### config.mk
export PLATFORM = sky130hd
export DESIGN_NAME = mux_sel_sequencer
export DESIGN_NICKNAME = d
export VERILOG_FILES = /design/src/rtl/mux_sel_sequencer.sv
export SDC_FILE = /design/constraint.sdc
export NUM_CORES = 1
export LEC_CHECK = 0
export ABC_AREA = 1
export BUFFER_PORTS_ARGS = -buffer_cell sky130_fd_sc_hd__buf_2
export CORE_ASPECT_RATIO = 0.9
export CORE_MARGIN = 1
export CORE_UTILIZATION = 55
export CTS_CLUSTER_SIZE = 24
export DETAILED_ROUTE_END_ITERATION = 6
export PLACE_DENSITY_LB_ADDON = 0.15
export SYNTH_ARGS = -nofsm -noshare
export SYNTH_HDL_FRONTEND = slang
export SYNTH_SLANG_ARGS = --single-unit
### constraint.sdc
create_clock -name clk -period 1.6 [get_ports clk]
set_input_delay 0.32 -clock clk [delete_from_list [all_inputs] [get_ports clk]]
set_output_delay 0.32 -clock clk [all_outputs]
set_load 0.02 [all_outputs]
### src/rtl/mux_sel_sequencer.sv
// Scans an 8-to-1 mux select through all eight settings, samples the mux
// output at the end of each hold window, and emits the samples both as a
// serial stream and as a packed word {A,B,C,D,E,F,G,H}.
module mux_sel_sequencer #(
  parameter int unsigned HOLD = 1  // cycles per sel value, 1..15
) (
  input  logic       clk,
  input  logic       rst,
  input  logic       start,
  input  logic       mode,
  input  logic       q_in,
  output logic [2:0] sel,
  output logic       busy,
  output logic       bit_valid,
  output logic       bit_out,
  output logic       done,
  output logic [7:0] word
);

  localparam logic [3:0] HoldLast = 4'(HOLD - 1);

  typedef enum logic {StIdle, StScan} state_e;

  state_e      state_q, state_d;
  logic        mode_q, mode_d;
  logic [2:0]  sel_q, sel_d;
  logic [3:0]  hold_q, hold_d;
  logic [2:0]  cnt_q, cnt_d;
  logic        busy_q, busy_d;
  logic        bit_valid_q, bit_valid_d;
  logic        bit_out_q, bit_out_d;
  logic        done_q, done_d;
  logic [7:0]  word_q, word_d;

  // Next-state: accept start in idle, step the hold/sample counters while scanning.
  always_comb begin
    state_d     = state_q;
    mode_d      = mode_q;
    sel_d       = sel_q;
    hold_d      = hold_q;
    cnt_d       = cnt_q;
    busy_d      = busy_q;
    bit_valid_d = 1'b0;
    bit_out_d   = bit_out_q;
    done_d      = 1'b0;
    word_d      = word_q;
    unique case (state_q)
      StIdle: begin
        if (start) begin
          state_d = StScan;
          busy_d  = 1'b1;
          mode_d  = mode;
          sel_d   = mode ? 3'd7 : 3'd0;
          word_d  = 8'h00;
          hold_d  = 4'd0;
          cnt_d   = 3'd0;
        end
      end
      StScan: begin
        if (hold_q == HoldLast) begin
          hold_d             = 4'd0;
          bit_valid_d        = 1'b1;
          bit_out_d          = q_in;
          word_d[3'd7-sel_q] = q_in;
          cnt_d              = cnt_q + 3'd1;
          if (cnt_q == 3'd7) begin
            // Last sample: sel parks on the final index, no wrap.
            done_d  = 1'b1;
            busy_d  = 1'b0;
            state_d = StIdle;
          end else begin
            sel_d = mode_q ? sel_q - 3'd1 : sel_q + 3'd1;
          end
        end else begin
          hold_d = hold_q + 4'd1;
        end
      end
      default: state_d = StIdle;
    endcase
  end

  // State register with synchronous reset that discards any partial scan.
  always_ff @(posedge clk) begin
    if (rst) begin
      state_q     <= StIdle;
      mode_q      <= 1'b0;
      sel_q       <= 3'd0;
      hold_q      <= 4'd0;
      cnt_q       <= 3'd0;
      busy_q      <= 1'b0;
      bit_valid_q <= 1'b0;
      bit_out_q   <= 1'b0;
      done_q      <= 1'b0;
      word_q      <= 8'h00;
    end else begin
      state_q     <= state_d;
      mode_q      <= mode_d;
      sel_q       <= sel_d;
      hold_q      <= hold_d;
      cnt_q       <= cnt_d;
      busy_q      <= busy_d;
      bit_valid_q <= bit_valid_d;
      bit_out_q   <= bit_out_d;
      done_q      <= done_d;
      word_q      <= word_d;
    end
  end

  assign sel       = sel_q;
  assign busy      = busy_q;
  assign bit_valid = bit_valid_q;
  assign bit_out   = bit_out_q;
  assign done      = done_q;
  assign word      = word_q;

endmodule

== Yosys cells after proc, flatten, opt, wreduce, memory -nomap -nowiden ==
Cells that the tools add are included.

* Memories kept: 0
* Word-level logic and storage cells: 61
* Input bits: 5
* Bits in writable memories: 0
* Bits in registers: 24
* Latch bits: 0
* Output and inout bits: 15
* Memory bits (read-only): 0

* Equal/unequal tests: 5
* Magnitude comparators: 2
* Bitwise operators: 2
* Reductions and logical operators: 9
* Multipliers: 0
* Muxes and demuxes: 28
* Divide/modulo/power cells: 0
* Add/subtract/negate cells: 5
* Shift-type cells: 0

{| class="wikitable"
|+ Operators with widths
! kind !! number
|-
| $mux W3 || 7
|-
| $mux W8 || 2
|-
| $pmux W8 S2 || 1
|-
| $pmux W3 S2 || 2
|-
| $mux W1 || 9
|-
| $bwmux W8 || 1
|-
| $mux W4 || 2
|-
| $pmux W4 S2 || 1
|-
| $add A3 B1 Y3 const B || 2
|-
| $reduce_and A2 Y1 || 3
|-
| $reduce_and A3 Y1 || 2
|-
| $add A4 B1 Y4 const B || 1
|-
| $logic_not A4 Y1 || 1
|-
| $lt A3 B4 Y1 const B || 1
|-
| $ne A2 B1 Y1 const B || 2
|-
| $ne A2 B2 Y1 const B || 2
|-
| $pmux W1 S2 || 2
|-
| $demux W1 S3 || 1
|-
| $eq A3 B3 Y1 const B || 1
|-
| $ge A3 B1 Y1 const B || 1
|-
| $reduce_or A3 Y1 || 1
|-
| $sub A3 B1 Y3 const B || 1
|-
| $sub A3 B3 Y3 const A || 1
|-
| $not A1 Y1 || 2
|-
| other kinds (2) || 2
|}

== Longest topological paths before layout ==
Gate-level depths: netlist (run 1).

* Word-level depth: 8
* Depth in mapped cells: 9
* Mapped depth without buffers: 8

== Worst setup path after synthesis (run 1) ==
OpenSTA, ideal clock, no wires.

* Path kind: register to register
* From: reg sel_q[0] (netlist: sel[0])
* To: reg sel_q[1] (netlist: sel[1])
* Data required time: 1.487 ns
* Period minus slack after synthesis: 1.543 ns
* Path buffers: 0
* Stages on the path, launching flop included: 6
* Data arrival time: 1.429 ns
* Setup time: 0.113 ns
* Slack: 0.057 ns
* Cells stage by stage: dfxtp_1 inv_1 fa_1 o21ai_0 nor2_1 nor2_1

* Cells in the longest elaborated chain, start to end: 5
* Elaborated cells on any way between the ends: 6
* Classes of those cells: add/sub: 2; mux: 4

{| class="wikitable"
|+ Ends and longest elaborated chain
! what !! RTL line !! RTL
|-
| start: declaration || 26 || <nowiki>logic [2:0] sel_q, sel_d;</nowiki>
|-
| start signal: assignment || 98 || <nowiki>sel_q <= sel_d;</nowiki>
|-
| $add A3 B1 Y3 / $sub A3 B1 Y3 (equally long branches) || 72 || <nowiki>sel_d = mode_q ? sel_q - 3'd1 : sel_q + 3'd1;</nowiki>
|-
| $mux W3 (*) || 72 ||
|-
| $mux W3 (*) || 66 || <nowiki>if (cnt_q == 3'd7) begin</nowiki>
|-
| $mux W3 (*) || 60 || <nowiki>if (hold_q == HoldLast) begin</nowiki>
|-
| $pmux W3 S2 (*) || 47 || <nowiki>unique case (state_q)</nowiki>
|}

Every way passes the cells marked *; elsewhere a longest branch is shown, timed or not. The select of a mux whose other input is x is not followed.
A chain may end at the register's enable or synchronous reset.

== Worst setup path after layout (run 1) ==
* From: reg hold_q[0]
* To: reg word_q[6] (netlist: word[6])

* Cells in the longest elaborated chain, start to end: 3

{| class="wikitable"
|+ Ends and longest elaborated chain
! what !! RTL line !! RTL
|-
| start: declaration || 27 || <nowiki>logic [3:0] hold_q, hold_d;</nowiki>
|-
| start signal: assignment || 99 || <nowiki>hold_q <= hold_d;</nowiki>
|-
| $logic_not A4 Y1 || 60 ||
|-
| $ne A2 B1 Y1 (no line) || -- ||
|-
| $reduce_and A2 Y1 (no line) || -- ||
|-
| end signal: assignment || 105 || <nowiki>word_q <= word_d;</nowiki>
|-
| end: declaration || 33 || <nowiki>logic [7:0] word_q, word_d;</nowiki>
|}

No other way between the ends.

==> results of run 1 <==
==> synthesized netlist by cell type (all sizes together) <==
cell type | instances | share of area
nand2 | 56 | 0.17
nor2 | 26 | 0.084
dfxtp | 24 | 0.37
inv | 22 | 0.064
nand3 | 17 | 0.066
nand4 | 10 | 0.049
buf | 8 | 0.055
a21oi | 7 | 0.027
o21ai | 6 | 0.023
ha | 5 | 0.049
nor3 | 2 | 0.012
a31oi | 1 | 0.0049
fa | 1 | 0.016
o211ai | 1 | 0.0059
==> registers in the layout (all words and copies together), names as in the netlist <==
| name | count |
|---|---|
| sel | 3 |
| hold_q | 4 |
| mode_q | 1 |
| word | 8 |
| bit_valid | 1 |
| cnt_q | 3 |
| state_q | 1 |
| busy | 1 |
| done | 1 |
| bit_out | 1 |
==> how the worst max path moves through the flow <==
stage / end / slack [ns]
after CTS: sel[1] / 0.11
final: word[6] / 0.17
after detailed placement: sel[1] / 0.12
after floorplan: sel[1] / 0.06
after global routing: sel[2] / 0.06
after global placement: sel[2] / 0.20
==> stage by stage <==
step	util	setup slack, ns	instance area [um2]
after CTS	0.651	0.110	1420
after global placement	0.634	0.198	1380
after global routing	0.651	0.0553	1420
after detailed placement	0.634	0.125	1380
after floorplan	-	0.0572	1280
final	0.651	0.175	1420
==> layout make-up <==
type                            instances  area share
Timing Repair Buffer                   23      0.0968
Sequential cell                        24       0.339
Clock buffer                            4      0.0255
Tap cell                               27      0.0238
Inverter                               22      0.0581
Multi-Input combinational cell        132       0.457
==> per-layer routing <==
layer | GRT usage | share of wire | vias up
met5 | 0 | 0 | -
met4 | 0.0842 | 0.012 | 0
met3 | 0.0730 | 0.060 | 5
met2 | 0.349 | 0.42 | 34
met1 | 0.317 | 0.50 | 555
li1 | - | - | 631
==> repair_timing <==
| action | in CTS | in global routing |
|---|---|---|
| hold buffers | 0 | 0 |
| resized for setup | 0 | 1 |
| setup endpoints to repair | 0 | 2 |
==> logic make-up (layout without fill, tap and decap cells) <==
| logic type | Yosys count | in the layout | synth area share |
|---|---|---|---|
| adder cells (fa/ha/maj) | 6 | 6 | 0.0644 |
| flip-flops | 24 | 24 | 0.375 |
| AO/OA/AOI/OAI | 15 | 15 | 0.0615 |
| buffers and inverters | 30 | 49 | 0.119 |
| AND/OR/NAND/NOR | 111 | 111 | 0.380 |
==> power by group through the flow <==
stage          registers [mW]  clock network, mW  logic [mW]
6_report                0.656              0.325       0.242
5_1_grt                 0.662              0.360       0.275
4_1_cts                 0.656              0.337       0.243
3_5_place_dp            0.669                  0       0.241
3_3_place_gp            0.666                  0       0.236
2_1_floorplan           0.693                  0       0.156
==> worst max-delay path: stages (launching register included) <==
cell and delay [ns]:
dfxtp_1 0.40, inv_1 0.09, ha_1 0.21, nand2_2 0.11, nand2_2 0.09, buf_4 0.20
nand3_1 0.08, nand2_1 0.06, inv_1 0.06, nor2_1 0.05
==> PnR_summary.wiki, run 1 <==
{| class="wikitable"
! Metric !! Value
|-
| Status || finished clean
|-
| Largest net degree at the start of global routing || 19
|-
| Post-CTS setup buffer count || 0
|-
| Clock buffer count from CTS || 3
|-
| Min cycle time layout || 1.43 ns
|-
| Final cell count without fillers || 232
|-
| Endpoint class of the critical path || flop
|-
| Biggest fanout along the worst timing path || 18
|-
| Area occupied by registers || 482 um2
|-
| Terminating pin of the worst hold path || hold_q[3]
|-
| Sw Pwr || 370 uW
|-
| Cell area power density || 861 nW/um2
|-
| Detailed-route via count || 1225
|-
| Worst clock skew || 0.00152 ns
|-
| Total inserted antenna cells || 0
|-
| Crit Path Class || reg2reg
|-
| Setup violators final || 0
|-
| Die width || 52.9 um
|-
| Count of port buffers added during placement || 19
|-
| Area of combinational cells with multiple inputs || 649 um2
|-
| Number of cells on the worst hold path || 2
|-
| FMAX || 702 MHz
|-
| Synthesized area per cell || 6.90 um2
|-
| Area of the mapped netlist || 1280 um2
|-
| YS warnings || 0
|-
| Max-cap check violation count || 0
|-
| Starting utilization of the core area || 0.588
|-
| Setup repair after global routing missed its margin || false
|-
| Reg2Reg Setup Slack || 0.17 ns
|-
| Syn Nets || 197
|-
| HPWL Detailed || 1.91 mm
|-
| Die Area || 2530 um2
|-
| Maximum root-to-sink buffer count || 2
|-
| # nets final || 217
|-
| Int Power || 854 uW
|-
| Reg2reg end || word[6]
|-
| Sequential group share of total power || 0.536
|-
| PnR Total Power || 1.22 mW
|-
| Count of boundary I/O pins || 20
|-
| Htree depth || 1
|-
| Hold Worst Slack || 0.179 ns
|-
| CTS Sinks || 24
|-
| Top library cells by usage in the layout, fill and taps aside || nand2_1, nor2_1, dfxtp_1
|-
| Least-Margin Pin Slew || 0.366 ns
|-
| Final ANT Viol Nets || 0
|-
| Final period util || 0.891
|-
| Vias per cell || 5.28
|-
| Drt wl/cell || 11.3 um
|-
| Wire length of the first global-routing pass || 4.18 mm
|-
| Final routed wirelength across all metal layers || 2.63 mm
|-
| Final hold violation count || 0
|-
| Gr usage total || 0.233
|-
| Most common cell after layout, fill and taps aside || nand2_1
|-
| Dpl cells || 228
|-
| Core box area || 2180 um2
|-
| Clock latency at the later pin of the worst-skew pair || 0.32 ns
|-
| Leakage power figure || 0.715 nW
|-
| Cells on worst reg2reg path || 9
|-
| Power share of the clock group || 0.266
|-
| Critical path startpoint category || flop
|-
| Critical path required time || 1.84 ns
|-
| Synth-to-Final Area Change || 10.8%
|-
| Number of max-slew violations in the final report || 0
|-
| Startpoint of the tightest hold check path || rst
|-
| First-pass DRT Iterations || 4
|-
| CTS tree || done
|-
| Fraction of layout instances using a drive strength above 1 || 0.171
|-
| Summed negative setup slack over all endpoints || 0 ns
|-
| # DRC || 0
|-
| Filler instances || 221
|-
| Number of distinct library cells after synthesis || 21
|-
| Worst-path clk slew || 0.13 ns
|-
| Violation count after the first detailed-routing iteration || 23
|-
| Gate count of the mapped netlist || 186
|-
| R2R Path Start || hold_q[0]
|-
| Part of the total power dissipated in combinational logic || 0.198
|-
| Number of storage elements in the synthesis netlist || 24
|-
| Classification of the worst-slack hold path || in2reg
|-
| Gr ovfl total || 0
|-
| Via count of the first global-routing pass || 955
|-
| Critical Path AT || 1.66 ns
|-
| Antenna violations before repair || 0
|-
| Root Buffer || clkbuf_4
|-
| IR drop worst, VDD || 0.000697 V
|-
| Die height || 47.8 um
|-
| Global placer's final weighted congestion || 0.943
|-
| Worst-case headroom to the max-slew limit || 0.756
|-
| Sequential element share of the synthesized area || 0.375
|-
| Critical path launch point || hold_q[0]
|-
| Switching share of power || 0.302
|-
| Std-Cell Rows || 16
|}
(Power assumes the default switching activity.)
==> inputs of run 2 (changes only) <==
- CORE_UTILIZATION: 55 -> 50
- clock period: 1.6 -> 1.16 ns (I/O delays scaled with it)
==> PnR_summary.wiki, run 2 (synthesized netlist as in run 1, its figures left out) <==
{| class="wikitable"
! Metric !! Value
|-
| First-pass DRT Iterations || 4 (unchanged)
|-
| Worst-path clk slew || 0.15 ns (+0.02 ns)
|-
| IR drop worst, VDD || 0.00109 V (+56%)
|-
| # nets final || 240 (+11%)
|-
| Drt wl/cell || 12.4 um (+9.4%)
|-
| Maximum root-to-sink buffer count || 2 (unchanged)
|-
| Violation count after the first detailed-routing iteration || 34 (+48%)
|-
| CTS tree || done
|-
| Total inserted antenna cells || 0 (unchanged)
|-
| Clock buffer count from CTS || 3 (unchanged)
|-
| Vias per cell || 5.23 (-1.0%)
|-
| Die height || 50.0 um (+4.7%)
|-
| Area occupied by registers || 504 um2 (+4.7%)
|-
| Std-Cell Rows || 17 (+1)
|-
| Leakage power figure || 0.887 nW (+24%)
|-
| Root Buffer || clkbuf_4
|-
| Final routed wirelength across all metal layers || 3.18 mm (+21%)
|-
| Top library cells by usage in the layout, fill and taps aside || nand2_1, buf_4, nor2_1
|-
| HPWL Detailed || 2.14 mm (+12%)
|-
| Dpl cells || 246 (+7.9%)
|-
| Status || finished with violations
|-
| Synth-to-Final Area Change || 40.9%
|-
| Final hold violation count || 0 (unchanged)
|-
| Hold Worst Slack || 0.107 ns (-0.0716 ns)
|-
| Crit Path Class || reg2reg
|-
| Antenna violations before repair || 0 (unchanged)
|-
| Detailed-route via count || 1338 (+9.2%)
|-
| Worst clock skew || 0.0164 ns (+0.0148 ns)
|-
| Setup repair after global routing missed its margin || true
|-
| Min cycle time layout || 1.23 ns (-0.197 ns)
|-
| Gr usage total || 0.248 (+0.0153)
|-
| Final cell count without fillers || 256 (+10%)
|-
| Fraction of layout instances using a drive strength above 1 || 0.399 (+0.228)
|-
| Final ANT Viol Nets || 0 (unchanged)
|-
| Biggest fanout along the worst timing path || 2 (-16)
|-
| Count of boundary I/O pins || 20 (unchanged)
|-
| Post-route core utilization || 0.739 (+0.0872)
|-
| Critical path startpoint category || flop
|-
| Filler instances || 178 (-19%)
|-
| Final period util || 1.06 (+0.168)
|-
| Max-cap check violation count || 0 (unchanged)
|-
| Classification of the worst-slack hold path || in2reg
|-
| Critical Path AT || 1.47 ns (-0.19 ns)
|-
| Most common cell after layout, fill and taps aside || nand2_1
|-
| Area of combinational cells with multiple inputs || 778 um2 (+20%)
|-
| Largest register FFs || 8 (unchanged)
|-
| Cell area power density || 1100 nW/um2 (+28%)
|-
| Least-Margin Pin Slew || 0.400 ns (+0.0342 ns)
|-
| Global placer's final weighted congestion || 0.796 (-16%)
|-
| Clock latency at the later pin of the worst-skew pair || 0.33 ns (about the same)
|-
| Htree depth || 1 (unchanged)
|-
| Worst-case headroom to the max-slew limit || 0.733 (-0.0225)
|-
| CTS Sinks || 24 (unchanged)
|-
| Gr ovfl total || 0 (unchanged)
|-
| Largest net degree at the start of global routing || 19 (unchanged)
|-
| Count of port buffers added during placement || 19 (unchanged)
|-
| FMAX || 814 MHz (+16%)
|-
| Starting utilization of the core area || 0.524 (-0.0634)
|-
| Wire length of the first global-routing pass || 5.48 mm (+31%)
|-
| # DRC || 0 (unchanged)
|-
| Final Worst Setup Slack || -0.0685 ns (-0.243 ns)
|-
| Critical path required time || 1.40 ns (-0.44 ns)
|-
| Die Area || 2770 um2 (+9.6%)
|-
| Endpoint class of the critical path || flop
|-
| Number of max-slew violations in the final report || 0 (unchanged)
|-
| Via count of the first global-routing pass || 1269 (+33%)
|-
| Setup violators final || 8 (+8)
|-
| Violations in the final reports || setup timing
|-
| Core box area || 2450 um2 (+12%)
|-
| Die width || 55.4 um (+4.7%)
|}
run 2: changes by cell type in the layout (fill, tap and decap cells not counted), moves of 4 or more:
cell | before | now
inv_1 | 21 | 14
inv_2 | 1 | 6
nand2_4 | 0 | 4
nand3_2 | 0 | 6
buf_6 | 0 | 5
dfxtp_1 | 23 | 15
buf_4 | 3 | 23
dfxtp_4 | 0 | 5
nand3_1 | 17 | 10
run 2: path summary, 6_finish.rpt:
check | slack [ns] | endpoint | startpoint | cells past startpoint
setup / recovery | -0.07 | sel[1] | sel[0] | 5
hold / removal | 0.11 | busy | rst | 2
setup reg to reg | -0.07 | sel[1] | sel[0] | 5
hold reg to reg | 0.48 | bit_out | bit_out | 2
run 2: final cells by class:
cell class / instances / area share
clock inverters: 1 / 0.0166
well taps: 28 / 0.0194
flip-flops and latches: 24 / 0.279
multi-input cells: 132 / 0.431
inverters: 22 / 0.0485
clock buffers: 3 / 0.0125
repair buffers: 46 / 0.193
run 2: metrics by stage:
| stage | TNS, ns | area [um2] | total power, mW | setup slack (ns) |
|---|---|---|---|---|
| global route | -1.48 | 1810 | 2.08 | -0.109 |
| floorplan | -0.0785 | 1310 | 1.18 | -0.0768 |
| global placement | -0.674 | 1550 | 1.31 | -0.0716 |
| finish | -0.185 | 1810 | 1.99 | -0.0685 |
| CTS | -0.185 | 1740 | 1.98 | -0.0665 |
| detailed placement | -1.39 | 1550 | 1.31 | -0.135 |
run 2: worst max-delay path: stages, from the launching register on:
cell and delay, ns:
dfxtp_4 0.39, inv_4 0.04, fa_2 0.52, o21ai_1 0.05, nor2_1 0.09, nor2_1 0.05
run 2: routing by layer:
| layer | GRT usage | routed length (um) | vias up |
|---|---|---|---|
| li1 | - | - | 675 |
| met1 | 0.324 | 1540 | 628 |
| met2 | 0.434 | 1490 | 35 |
| met3 | 0.0525 | 141 | 0 |
| met4 | 0.0333 | 0 | 0 |
| met5 | 0 | 0 | - |
run 2: what timing repair did:
item,in CTS,in global routing
pin swaps,7,7
hold buffers,0,0
gates resized for setup,31,15
setup endpoints to repair,24,22
setup buffers,4,2
run 2: power breakdown:
part           internal (mW)  switching [mW]  leakage (nW)
clock network          0.350           0.267        0.0279
logic                  0.197           0.261         0.658
registers              0.869          0.0423         0.201
total                   1.42           0.571         0.887
